--- src/rtl/gen_ramp_multi.sv ---
// Programmable ramp generator (triangle / saw-up / saw-down / single sweep) with
// NCH fixed-point scaled copies of the ramp through a multiply-then-saturate pipe.
module gen_ramp_multi #(
    parameter int R   = 14,
    parameter int NCH = 2,
    parameter int CW  = 32,
    parameter int FW  = 12
) (
    input  logic             clk,
    input  logic             rst_n,
    input  logic [CW-1:0]    i_ramp_step,
    input  logic [R-1:0]     i_ramp_inc,
    input  logic [R-1:0]     i_ramp_low_lim,
    input  logic [R-1:0]     i_ramp_hig_lim,
    input  logic [1:0]       i_ramp_mode,
    input  logic             i_ramp_dir,
    input  logic             i_ramp_enable,
    input  logic             i_ramp_reset,
    input  logic [NCH*R-1:0] i_ramp_factor,
    output logic [R-1:0]     o_out_ramp,
    output logic [NCH*R-1:0] o_out_ch,
    output logic             o_trig_low,
    output logic             o_trig_hig,
    output logic             o_sweep_done,
    output logic             o_lim_err
);

    typedef enum logic [1:0] {S_UP, S_DOWN, S_DONE, S_ERR} state_t;

    localparam int RX = R + 2;
    localparam logic [CW-1:0] CNT_ONE = CW'(1);
    localparam logic signed [2*R-1:0] SAT_HI = {{(R+1){1'b0}}, {(R-1){1'b1}}};
    localparam logic signed [2*R-1:0] SAT_LO = {{(R+1){1'b1}}, {(R-1){1'b0}}};

    state_t              r_state;
    logic signed [R-1:0] r_ramp;
    logic [CW-1:0]       r_cnt;
    logic [CW-1:0]       r_step_q;
    logic [1:0]          r_mode_q;
    logic                r_trig_low;
    logic                r_trig_hig;
    logic                r_done;
    logic                r_err;

    logic signed [R-1:0]  w_lo;
    logic signed [R-1:0]  w_hi;
    logic [R-1:0]         w_inc;
    logic signed [RX-1:0] w_ramp_x;
    logic signed [RX-1:0] w_lo_x;
    logic signed [RX-1:0] w_hi_x;
    logic signed [RX-1:0] w_sum;
    logic signed [RX-1:0] w_dif;
    logic signed [R-1:0]  w_up_nxt;
    logic signed [R-1:0]  w_dn_nxt;
    logic signed [R-1:0]  w_nxt;
    logic                 w_chg;
    logic                 w_go;
    logic                 w_bad;
    logic                 w_start_up;

    assign w_lo  = $signed(i_ramp_low_lim);
    assign w_hi  = $signed(i_ramp_hig_lim);
    assign w_inc = (i_ramp_inc == '0) ? {{(R-1){1'b0}}, 1'b1} : i_ramp_inc;

    // Two guard bits so ramp +/- inc never wraps before clamping.
    assign w_ramp_x = {{2{r_ramp[R-1]}}, r_ramp};
    assign w_lo_x   = {{2{w_lo[R-1]}}, w_lo};
    assign w_hi_x   = {{2{w_hi[R-1]}}, w_hi};
    assign w_sum    = w_ramp_x + $signed({2'b00, w_inc});
    assign w_dif    = w_ramp_x - $signed({2'b00, w_inc});
    assign w_up_nxt = (w_sum > w_hi_x) ? w_hi : w_sum[R-1:0];
    assign w_dn_nxt = (w_dif < w_lo_x) ? w_lo : w_dif[R-1:0];

    assign w_chg      = (i_ramp_step != r_step_q) || (i_ramp_mode != r_mode_q);
    assign w_go       = (r_cnt == i_ramp_step) && i_ramp_enable && !i_ramp_reset;
    assign w_bad      = (w_lo >= w_hi);
    assign w_start_up = (i_ramp_mode == 2'b01) || (i_ramp_mode == 2'b11) ||
                        ((i_ramp_mode == 2'b00) && !i_ramp_dir);

    // Out-of-limit values (limits moved mid-run) snap to the violated limit first.
    always_comb begin
        w_nxt = r_ramp;
        if (w_ramp_x > w_hi_x)
            w_nxt = w_hi;
        else if (w_ramp_x < w_lo_x)
            w_nxt = w_lo;
        else begin
            case (i_ramp_mode)
                2'b00:   w_nxt = (r_state == S_DOWN) ? w_dn_nxt : w_up_nxt;
                2'b01:   w_nxt = (r_ramp == w_hi) ? w_lo : w_up_nxt;
                2'b10:   w_nxt = (r_ramp == w_lo) ? w_hi : w_dn_nxt;
                default: w_nxt = w_up_nxt;
            endcase
        end
    end

    always_ff @(posedge clk or negedge rst_n) begin
        if (!rst_n) begin
            r_state    <= S_UP;
            r_ramp     <= '0;
            r_cnt      <= '0;
            r_step_q   <= '0;
            r_mode_q   <= '0;
            r_trig_low <= 1'b0;
            r_trig_hig <= 1'b0;
            r_done     <= 1'b0;
            r_err      <= 1'b0;
        end else begin
            r_step_q <= i_ramp_step;
            r_mode_q <= i_ramp_mode;
            if (i_ramp_reset || w_chg)
                r_cnt <= '0;
            else if (i_ramp_enable)
                r_cnt <= (r_cnt == i_ramp_step) ? '0 : r_cnt + CNT_ONE;

            r_trig_low <= 1'b0;
            r_trig_hig <= 1'b0;
            if (w_bad) begin
                r_state <= S_ERR;
                r_ramp  <= w_lo;
                r_err   <= 1'b1;
                r_done  <= 1'b0;
            end else if (i_ramp_reset) begin
                r_state <= w_start_up ? S_UP : S_DOWN;
                r_ramp  <= w_start_up ? w_lo : w_hi;
                r_err   <= 1'b0;
                r_done  <= 1'b0;
            end else if (w_go && (r_state == S_UP || r_state == S_DOWN)) begin
                r_ramp     <= w_nxt;
                r_trig_low <= (w_nxt == w_lo) && !r_trig_low;
                r_trig_hig <= (w_nxt == w_hi) && !r_trig_hig;
                case (i_ramp_mode)
                    2'b00: begin
                        if (w_nxt == w_hi)
                            r_state <= S_DOWN;
                        else if (w_nxt == w_lo)
                            r_state <= S_UP;
                    end
                    2'b01: r_state <= S_UP;
                    2'b10: r_state <= S_DOWN;
                    default: begin
                        if (w_nxt == w_hi) begin
                            r_state <= S_DONE;
                            r_done  <= 1'b1;
                        end else begin
                            r_state <= S_UP;
                        end
                    end
                endcase
            end
        end
    end

    assign o_out_ramp   = r_ramp;
    assign o_trig_low   = r_trig_low;
    assign o_trig_hig   = r_trig_hig;
    assign o_sweep_done = r_done;
    assign o_lim_err    = r_err;

    // Stage 1 registers the full product, stage 2 the shifted and saturated sample.
    for (genvar g = 0; g < NCH; g++) begin : g_ch
        logic signed [2*R-1:0] w_ramp_w;
        logic signed [2*R-1:0] w_fac_w;
        logic signed [2*R-1:0] w_sh;
        logic signed [R-1:0]   w_sat;
        logic signed [2*R-1:0] r_prod;
        logic signed [R-1:0]   r_ch;

        assign w_ramp_w = {{R{r_ramp[R-1]}}, r_ramp};
        assign w_fac_w  = {{R{i_ramp_factor[g*R+R-1]}}, i_ramp_factor[g*R +: R]};
        assign w_sh     = r_prod >>> FW;
        assign w_sat    = (w_sh > SAT_HI) ? SAT_HI[R-1:0] :
                          (w_sh < SAT_LO) ? SAT_LO[R-1:0] : w_sh[R-1:0];

        always_ff @(posedge clk or negedge rst_n) begin
            if (!rst_n) begin
                r_prod <= '0;
                r_ch   <= '0;
            end else begin
                r_prod <= w_ramp_w * w_fac_w;
                r_ch   <= w_sat;
            end
        end

        assign o_out_ch[g*R +: R] = r_ch;
    end

endmodule

--- config.mk ---
export PLATFORM = sky130hd
export DESIGN_NAME = gen_ramp_multi
export DESIGN_NICKNAME = d
export VERILOG_FILES = /design/src/rtl/gen_ramp_multi.sv
export SDC_FILE = /design/constraint.sdc
export NUM_CORES = 2
export LEC_CHECK = 0
export CAP_MARGIN = 20
export CORE_ASPECT_RATIO = 0.5
export CORE_MARGIN = 1
export CORE_UTILIZATION = 60
export DETAILED_ROUTE_END_ITERATION = 7
export PLACE_DENSITY_LB_ADDON = 0.12
export SLEW_MARGIN = 10
export SYNTH_ARGS = -nofsm -noshare
export SYNTH_HDL_FRONTEND = slang
export SYNTH_SLANG_ARGS = --single-unit
export TNS_END_PERCENT = 5
--- constraint.sdc ---
create_clock -name clk -period 12.9 [get_ports clk]
set_input_delay 2.58 -clock clk [delete_from_list [all_inputs] [get_ports clk]]
set_output_delay 2.58 -clock clk [all_outputs]
set_load 0.005 [all_outputs]
==> impl_metrics.sql <==
INSERT INTO impl_metrics (metric_group, metric, value, unit) VALUES
('run_status', 'outcome', 'finished, final reports clean', ''),
('die', 'top_level_ports', '155', ''),
('worst_setup_path', 'critical_path.max_fanout', '10', ''),
('worst_hold_path', 'hold_path_class', 'flip-flop to flip-flop', ''),
('synth', 'synth_area_in_xor_xnor', '0.05400', ''),
('drt', 'vias_per_cell', '6.001', ''),
('synth', 'synth-seq-cells', '146', ''),
('worst_setup_path', 'critical_path.startpoint', 'i_ramp_inc[8]', ''),
('global_route', 'grt_first_pass_wirelength', '123000', 'um'),
('placement', 'io_buffers', '154', ''),
('global_route', 'grt.overflow.total', '0', ''),
('clock_network', 'cts.hold.buffers_added', '0', ''),
('synth', 'synth_sequential_area_ratio', '0.1417', ''),
('synth', 'yosys.area_share.simple', '0.1790', ''),
('die', 'die_span_x', '295.2', 'um'),
('synth', 'synth.lib_cells_used.distinct', '85', ''),
('drt', 'drt-total-wl', '77830', 'um'),
('worst_setup_path', 'worst-endpoint-required', '13240', 'ps'),
('global_route', 'grt_pass1_vias', '21790', ''),
('die', 'die-height', '148.6', 'um'),
('clock_network', 'root_buffer', 'sky130_fd_sc_hd__clkbuf_16', ''),
('global_route', 'grt_max_degree', '84', ''),
('synth', 'ys_async_sr_fraction', '1.000', ''),
('worst_hold_path', 'worstHoldStart', 'o_trig_hig', ''),
('synth', 'syn-mean-instance-area', '8.761', 'sq um'),
('die', 'fp.coreArea', '42180', 'sq um'),
('worst_setup_path', 'critical_path.endpoint_type', 'flip-flop', ''),
('synth', 'synth_compound_area_frac', '0.1142', ''),
('flow_run', 'cap_viol_max_count', '0', ''),
('synth', 'ys.flop_type', 'sky130_fd_sc_hd__dfrtp_1', ''),
('drt', 'avgRoutedWirePerCell', '21.68', 'um'),
('final_layout', 'final_common_cell', 'sky130_fd_sc_hd__inv_1', ''),
('drt', 'postRouteAntennaNets', '0', ''),
('timing', 'timing.final.crit_share', '0.7865', ''),
('timing', 'worstMarginPinSlew', '1031', 'ps'),
('final_layout', 'layout.core_utilization', '0.6714', ''),
('clock_network', 'post-cts-setup-buffer-count', '0', ''),
('die', 'die-area', '43870', 'sq um'),
('worst_setup_path', 'crit_slowest_cell', 'sky130_fd_sc_hd__nor4b_1', ''),
('placement', 'place_congestion', '1.080', ''),
('timing', 'slew_violations', '0', ''),
('clock_network', 'clock_sink_count', '146', ''),
('clock_network', 'clock_tree_from_tritoncts', 'built', ''),
('drt', 'drt_iter0_markers', '2217', ''),
('placement', 'dp.final_hpwl', '60280', 'um'),
('timing', 'timing.fmax', '0.09856', 'GHz'),
('worst_hold_path', 'min_delay_path_depth', '1', ''),
('synth', 'synth.yosys.warnings', '0', ''),
('clock_network', 'numCtsBuffers', '17', ''),
('final_layout', 'final_cell_mix', '443 x sky130_fd_sc_hd__inv_1, 390 x sky130_fd_sc_hd__fa_1, 327 x sky130_fd_sc_hd__nand2_1', ''),
('synth', 'syn-instance-count', '2944', ''),
('timing', 'finalSetupViolations', '0', ''),
('worst_setup_path', 'timing.rr.start', 'o_out_ramp[3]', ''),
('die', 'floorplan.rows', '53', ''),
('drt', 'dr_total_vias', '21550', ''),
('timing', 'final.setup.tns', '0', 'ps'),
('timing', 'final.setup_skew', '19.25', 'ps'),
('timing', 'unrepaired_setup_endpoints_after_global_routing', 'no', ''),
('worst_setup_path', 'critical_path.startpoint_type', 'input port', ''),
('final_layout', 'synthToLayoutAreaGrowth', '9.790', '%'),
('final_layout', 'layout-drive-gt1-share', '0.03319', ''),
('clock_network', 'cts-resized-gates', '0', ''),
('synth', 'synth.mux.area_fraction', '0.007617', ''),
('die', 'initial_utilization', '0.6115', ''),
('final_layout', 'fin_nets', '3735', ''),
('clock_network', 'cts.htree.levels', '4', ''),
('drt', 'dr.pass1.iters', '6', ''),
('synth', 'synth_net_count', '3679', ''),
('placement', 'dpl_worst_slack', '2657', 'ps'),
('synth', 'combinational_family_with_the_most_area_after_synthesis', 'adder cells', ''),
('synth', 'post_synth_fa_ha_maj_area_fraction', '0.4172', '');
path summary, 6_finish.rpt:
check,slack [ps],to
max,2750,r_state[0]
min,480,o_trig_hig
max reg2reg,5090,r_state[0]
min reg2reg,480,o_trig_hig
max in group asynchronous,9310,g_ch[0].r_ch[10]
min in group asynchronous,2180,r_cnt[4]
Yosys cell counts, drive strengths merged, types with 7 or more instances:
cell type,number,area [sq um]
mux2i,11,110.1
nor4,24,168.9
clkbuf,136,510.5
nand4,36,225.2
a31oi,18,112.6
o31ai,19,152.6
nand2b,32,200.2
a21o,22,165.2
and2,160,1001
inv,443,1663
xnor2,111,972.2
o21bai,10,75.07
a21oi,123,623.1
nor2b,24,150.1
nand3,34,175.2
or2,8,50.05
xor2,48,420.4
and3,25,156.4
or3,8,55.05
fa,390,7807
o21ai,99,499.2
dfrtp,146,3654
nor2,223,837.1
a211oi,26,205.2
ha,236,2953
mux2,7,86.33
o211ai,10,75.07
nand2,327,1227
nor3,31,171.4
a211o,7,61.31
buf,10,53.80
o22ai,19,118.9
a22oi,7,52.55
o21a,17,127.6
state kept, by name (all words and copies together), names as in the netlist, 2 cells and up:
register	count
g_ch.r_prod	32
r_cnt	32
r_step_q	32
g_ch.r_ch	28
o_out_ramp	14
r_mode_q	2
r_state	2
layer usage:
metal  global-route usage  vias up  wire [um]
met5                    0        -         27
met4              0.07617        4       1435
met3              0.07845      122       7230
met2               0.5959      974      35750
met1               0.5168    10830      33390
li1                     -     9614          -
cell type report:
| cell class | count | area (sq um) |
|---|---|---|
| Tap cell | 577 | 721.9 |
| Inverter | 443 | 1663 |
| Sequential cell | 146 | 3654 |
| Clock inverter | 14 | 162.7 |
| Multi-Input combinational cell | 2209 | 19920 |
| Clock buffer | 18 | 439.2 |
| Timing Repair Buffer | 183 | 1760 |
| Fill cell | 3451 | 13860 |
worst max-delay path, delay by kind of cell:
family                     cells  cell delay, ps
AOI/OAI and AO/OA             12            3510
buffers and inverters          2             520
muxes                          1             300
xor gates and xnor gates       2             320
adders and majority gates      3             830
and+or+nand+nor                9            2400
per-stage QoR:
step | area, sq um | cells | hold WS (ps)
after floorplan | 25790 | 2944 | 429.8
after global placement | 27710 | 3558 | 468.0
after detailed placement | 27710 | 3558 | 477.4
after global routing | 28320 | 3590 | 508.8
after CTS | 28320 | 3590 | 488.9
final | 28320 | 3590 | 484.1
kinds of logic (layout without fill, tap and decap cells):
group	count (synthesis)	count (layout)
compound gates	451	451
xor+xnor	159	159
fa+ha+maj	626	626
buf+inv	589	658
flops	146	146
mux	18	18
simple gates	955	955
Power is left out: the tool's default activity adds up to more than one toggle a clock period on the data nets, which glitch-free logic cannot reach.
